**config.mk**
```make
export PLATFORM = sky130hd
export DESIGN_NAME = filt_word_fetch
export DESIGN_NICKNAME = d
export VERILOG_FILES = /design/src/rtl/filt_word_fetch.sv
export SDC_FILE = /design/constraint.sdc
export NUM_CORES = 1
export LEC_CHECK = 0
export BUFFER_PORTS_ARGS = -buffer_cell sky130_fd_sc_hd__buf_2
export CAP_MARGIN = 20
export CORE_MARGIN = 10
export CORE_UTILIZATION = 40
export DETAILED_ROUTE_END_ITERATION = 6
export PLACE_DENSITY = 0.64
export SLEW_MARGIN = 5
export SYNTH_ARGS = -nofsm -noshare
export SYNTH_HDL_FRONTEND = slang
export SYNTH_SLANG_ARGS = --single-unit
```
**constraint.sdc**
```tcl
create_clock -name clk -period 3.9 [get_ports clk]
set_clock_uncertainty 0.2 [all_clocks]
set_input_delay 0.39 -clock clk [delete_from_list [all_inputs] [get_ports clk]]
set_output_delay 0.39 -clock clk [all_outputs]
set_load 0.01 [all_outputs]
```
**src/rtl/filt_word_fetch.sv**
```systemverilog
// filt_word_fetch: turns the address counter's output into single-cycle reads
// from a synchronous word memory. Returned words are buffered in a small FIFO
// that feeds the 1x1 filter accelerator. Credit-based flow control pauses the
// counter so the FIFO can never overflow.
module filt_word_fetch #(
  parameter int DATA_W = 32,
  parameter int DEPTH  = 4
) (
  input  logic              clk,
  input  logic              rst_n,
  input  logic              start,
  input  logic [31:0]       cnt_count,
  input  logic              cnt_done,
  output logic              cnt_pause,
  output logic              mem_rd,
  output logic [31:0]       mem_addr,
  input  logic [DATA_W-1:0] mem_rdata,
  output logic [DATA_W-1:0] out_data,
  output logic              out_valid,
  input  logic              out_ready,
  output logic              out_last,
  output logic              file_done
);

  localparam int                 PTR_W     = $clog2(DEPTH);
  localparam logic [31:0]        IDLE_ADDR = 32'hFFFF_FFFF;
  localparam logic [PTR_W-1:0]   PTR_ONE   = PTR_W'(1);
  localparam logic [PTR_W:0]     CNT_ONE   = (PTR_W+1)'(1);
  localparam logic [PTR_W:0]     CNT_FULL  = (PTR_W+1)'(DEPTH);
  localparam logic [PTR_W+1:0]   OCC_DEPTH = (PTR_W+2)'(DEPTH);
  localparam logic [PTR_W+1:0]   OCC_PAUSE = (PTR_W+2)'(DEPTH - 1);

  typedef enum logic [1:0] {IDLE, FETCH, DRAIN, DONE} state_t;

  state_t             state, state_next;
  logic [31:0]        last_addr;
  logic [1:0]         inflight;    // reads issued whose data has not been pushed yet
  logic               rvalid;      // mem_rdata carries a returned word this cycle
  logic [DATA_W-1:0]  fifo_mem [DEPTH];
  logic [PTR_W-1:0]   wr_ptr, rd_ptr;
  logic [PTR_W:0]     fifo_count;
  logic [PTR_W+1:0]   occ;
  logic               active, new_addr, issue, flush, push, pop;

  // Datapath control derived from current state and inputs.
  assign active   = (state == FETCH) || (state == DRAIN);
  assign occ      = (PTR_W+2)'(fifo_count) + (PTR_W+2)'(inflight);
  assign new_addr = (cnt_count != last_addr) && (cnt_count != IDLE_ADDR);
  assign issue    = (state == FETCH) && start && new_addr && (occ < OCC_DEPTH);
  // Any move to IDLE (abort or end of file) empties the FIFO; late data is dropped.
  assign flush    = (state_next == IDLE);
  assign push     = rvalid && active && !flush;
  assign pop      = out_valid && out_ready && !flush;

  // State register.
  // NOTE: sequential state is updated with non-blocking (<=) assignments so
  // every register samples pre-edge values regardless of block ordering.
  always_ff @(posedge clk or negedge rst_n) begin
    if (!rst_n) state <= IDLE;
    else        state <= state_next;
  end

  // Next-state logic and the state-decoded outputs.
  // NOTE: every output gets a default first so no path can infer a latch.
  always_comb begin
    state_next = state;
    out_valid  = 1'b0;
    out_data   = '0;
    out_last   = 1'b0;
    cnt_pause  = 1'b0;
    file_done  = 1'b0;

    case (state)
      IDLE:    if (start && inflight == 2'd0) state_next = FETCH;
      FETCH: begin
        if (!start)                      state_next = IDLE;
        else if (cnt_done && !new_addr)  state_next = DRAIN;
      end
      DRAIN: begin
        if (!start)                                       state_next = IDLE;
        else if (fifo_count == '0 && inflight == 2'd0)    state_next = DONE;
      end
      DONE:    if (!start) state_next = IDLE;
      default: state_next = IDLE;
    endcase

    out_valid = active && (fifo_count != '0);
    if (out_valid) out_data = fifo_mem[rd_ptr];
    out_last  = (state == DRAIN) && out_valid && (fifo_count == CNT_ONE) && (inflight == 2'd0);
    cnt_pause = (state == FETCH) && (occ >= OCC_PAUSE);
    file_done = (state == DONE);
  end

  // Read issue, address tracking and in-flight bookkeeping.
  always_ff @(posedge clk or negedge rst_n) begin
    if (!rst_n) begin
      mem_rd    <= 1'b0;
      mem_addr  <= '0;
      last_addr <= IDLE_ADDR;
      rvalid    <= 1'b0;
      inflight  <= 2'd0;
    end else begin
      mem_rd <= issue;
      rvalid <= mem_rd;
      if (issue) mem_addr <= cnt_count;

      if (state == IDLE) last_addr <= IDLE_ADDR;
      else if (issue)    last_addr <= cnt_count;

      // Returning data retires a read even when it is discarded after an abort.
      case ({issue, rvalid})
        2'b10:   inflight <= inflight + 2'd1;
        2'b01:   inflight <= inflight - 2'd1;
        default: inflight <= inflight;
      endcase
    end
  end

  // FIFO pointers and occupancy; a push and pop together leave the count alone.
  always_ff @(posedge clk or negedge rst_n) begin
    if (!rst_n) begin
      wr_ptr     <= '0;
      rd_ptr     <= '0;
      fifo_count <= '0;
    end else if (flush) begin
      wr_ptr     <= '0;
      rd_ptr     <= '0;
      fifo_count <= '0;
    end else begin
      if (push) wr_ptr <= wr_ptr + PTR_ONE;
      if (pop)  rd_ptr <= rd_ptr + PTR_ONE;
      case ({push, pop})
        2'b10:   fifo_count <= fifo_count + CNT_ONE;
        2'b01:   fifo_count <= fifo_count - CNT_ONE;
        default: fifo_count <= fifo_count;
      endcase
    end
  end

  // FIFO storage write port.
  // NOTE: the storage array is intentionally not reset; the pointers and
  // count define which entries are valid, and out_data is gated by out_valid.
  always_ff @(posedge clk) begin
    if (push) fifo_mem[wr_ptr] <= mem_rdata;
  end

  // Credit accounting must make these unreachable.
  a_no_overflow: assert property (@(posedge clk) disable iff (!rst_n)
    !(push && !pop && fifo_count == CNT_FULL))
    else $error("filt_word_fetch: fifo overflow");

  a_no_underflow: assert property (@(posedge clk) disable iff (!rst_n)
    !(pop && fifo_count == '0))
    else $error("filt_word_fetch: fifo underflow");

endmodule

```
==> results.cfg <==
[final_layout]
final_util_pct = 51.3
nets = 909
nFillCells = 1835
n_antenna_cell = 0
area_growth_syn_to_layout_pct = 27.1
layout-drive-gt1-share_pct = 30.5

[power]
p_leak_nw = 4.47
ir_drop_mv = 0.374
p_total_w = 0.00595
powerDensity_nw_per_um2 = 536

[yosys]
syn_area_per_cell_um2 = 14.1
synth_seq_cells = 205
synth.largest_area_cell = edfxtp_1
synthCells = 620
synth_nets = 705
synth.area.top_cells = edfxtp_1 (44%), dfrtp_1 (13%), dfstp_2 (9.6%), mux4_2 (8.2%), xor2_1 (3.5%)
synth_common_cells = edfxtp_1 (128), o21ai_0 (55), a21oi_1 (45), dfrtp_1 (45), inv_1 (44)
yosysUniqueCellTypes = 41
yosys_most_used_dff = edfxtp_1
async_flop_share_pct = 37.6
yosysSeqAreaShare_pct = 66.4
synth_area_um2 = 8740
ys_warn_count = 0
synth_top_area_share_pct = 44.0
synth_edf_count = 128
synth_most_common_cell = edfxtp_1

[critical_path]
crit_path_start_kind = input port
crit_required_ns = 3.83
r2r-start = last_addr[7]
cp_max_fo = 32
critPathCaptureType = register
r2r_end = fifo_mem[1][14]
regToRegSetupSlack_ns = 0.55
arrival_ns = 3.42
worstSetupPathType = input port to register
rr_worst_depth = 7

[floorplan]
fp.dieW_um = 168
initial_utilization_pct = 40.3
row_count = 54
dieArea_um2 = 28200
num_io_pins = 138
fp.dieH_um = 168
core-area_um2 = 21700

[detailed_routing]
drt-initial-drc-count = 385
num_vias = 5704
drt_wl_total_um = 20800
drc = 0
drt_first_pass_iters = 6
wl_per_cell_um = 18.6
ant_nets = 0
vias_per_cell = 5.10

[sta]
rsz0062_at_grt = no
slew_violations = 0
min_period_ns = 3.49
tightest_slew_ns = 1.02
setup_tns_ns = 0
finalHoldViolCount = 0
max_freq_mhz = 286
relSlewSlack_pct = 31.8
finalCritPeriodShare_pct = 89.5
setup_viol = 0
whs_ns = 0.0127

[clock_network]
numCtsBuffers = 22
post_cts_resized = 0
cts_root_buffer = clkbuf_16
clk_latency_ns = 0.51
clkSinkCount = 205
tritoncts = done
cts.path.max_buffers = 3
cts_max_level = 1
clk_pin_slew_worst_paths_ns = 0.06

[placed_design]
dp_hpwl_um = 13700
io_buffers = 137
routabilityCongestion = 0.846

[global_route]
antenna_found_initial = 0
grt_pass1_vias = 5888
gr-total-overflow = 0
grt_first_pass_wirelength_um = 33100
grt_max_degree = 78
grt_use_total_pct = 14.3

[hold_path]
hold_path_class = input port to register
holdPathEnd = last_addr[10]
hp-start = cnt_count[10]
whs_path_depth = 3

[outcome]
outcome = finished, final reports clean

[job]
cap_violations = 0
[cells in the final DEF (no fill, tap or decap), types with 2 or more instances in the layout]
cell type / count
nand4_1: 19
dfstp_2: 32
edfxtp_1: 128
clkbuf_16: 22
mux4_2: 32
inv_1: 44
clkbuf_8: 3
nor4_1: 10
nor2_1: 4
o21ai_0: 54
nand3_1: 4
buf_4: 16
maj3_1: 2
clkinv_1: 3
ha_1: 15
clkinv_2: 3
a21oi_1: 41
xor2_1: 35
and3_1: 32
dfrtp_1: 44
xnor2_1: 6
buf_2: 136
dlygate4sd3_1: 63
or4_1: 2
clkbuf_1: 3
nand2_1: 42
o21ai_1: 15
a21oi_4: 4
[state kept, by name (all words and copies together), names as in the netlist]
register,count
inflight,2
fifo_mem,128
rd_ptr,2
rvalid,1
wr_ptr,2
last_addr,32
fifo_count,3
mem_rd,1
mem_addr,32
state,2
[metal layers]
layer | GRT usage (%) | part of all wire (%) | wire length (µm) | vias to the layer above
met2 | 23.1 | 47 | 9700 | 189
met4 | 3.82 | 2.1 | 445 | 0
li1 | - | - | - | 2691
met1 | 19.0 | 44 | 9260 | 2789
met5 | 0 | 0 | 0 | -
met3 | 3.33 | 6.9 | 1430 | 35
[timing repair]
action / in CTS / in global routing
hold buffers: 63 / 0
endpoints found under the hold margin: 210 / 0
setup buffers: 0 / 0
[metrics by stage]
stage	instances	instance area, µm²	worst slack (ns)
after floorplan	620	8740	0.0756
after global placement	1017	9790	0.511
after detailed placement	1017	9790	0.505
after CTS	1118	11100	0.458
after global routing	1118	11100	0.235
final	1118	11100	0.408
[where the power goes]
| part | internal, W | switching [W] | total [W] |
|---|---|---|---|
| clock network | 0.00117 | 0.000817 | 0.00198 |
| logic | 0.000451 | 0.000721 | 0.00117 |
| registers | 0.00263 | 0.000170 | 0.00280 |
| total | 0.00425 | 0.00171 | 0.00595 |
[worst max path at each step]
| stage | start | endpoint | slack [ns] | cells after the start |
|---|---|---|---|---|
| 5_1_grt | cnt_count[7] | fifo_mem[0][11] | 0.23 | 9 |
| 3_3_place_gp | cnt_count[7] | fifo_mem[0][5] | 0.51 | 8 |
| 6_report | cnt_count[7] | fifo_mem[1][14] | 0.41 | 9 |
| 3_5_place_dp | cnt_count[7] | fifo_mem[1][5] | 0.51 | 8 |
| 2_1_floorplan | last_addr[14] | fifo_mem[0][0] | 0.08 | 7 |
| 4_1_cts | cnt_count[7] | fifo_mem[1][15] | 0.46 | 9 |
[area by class of cell]
cell class | count | area [µm²] | share of cell area [%]
well taps | 280 | 350 | 3.15
clock buffers | 29 | 611 | 5.49
flip-flops and latches | 205 | 5810 | 52.3
clock inverters | 9 | 81.3 | 0.732
multi-input cells | 336 | 2670 | 24.0
inverters | 44 | 165 | 1.49
repair buffers | 215 | 1430 | 12.9
[worst max-delay path, cell delays in order]
cell           delay, ns
dlygate4sd3_1       0.52
buf_2               0.16
xor2_1              0.17
nor4_1              0.43
nand4_1             0.32
o21ai_0             0.32
a41oi_2             0.39
a21oi_4             0.25
buf_4               0.42
[cells by family after synthesis]
| family | count (synthesis) | share of synthesized area (%) |
|---|---|---|
| flip-flops | 205 | 66.4 |
| AO/OA/AOI/OAI | 125 | 7.53 |
| buffers and inverters | 79 | 3.76 |
| adder cells (fa/ha/maj) | 18 | 2.60 |
| AND/OR/NAND/NOR | 119 | 7.20 |
| XOR/XNOR | 41 | 4.11 |
| multiplexers | 33 | 8.36 |
No activity file was read; power rests on OpenSTA's default activity.
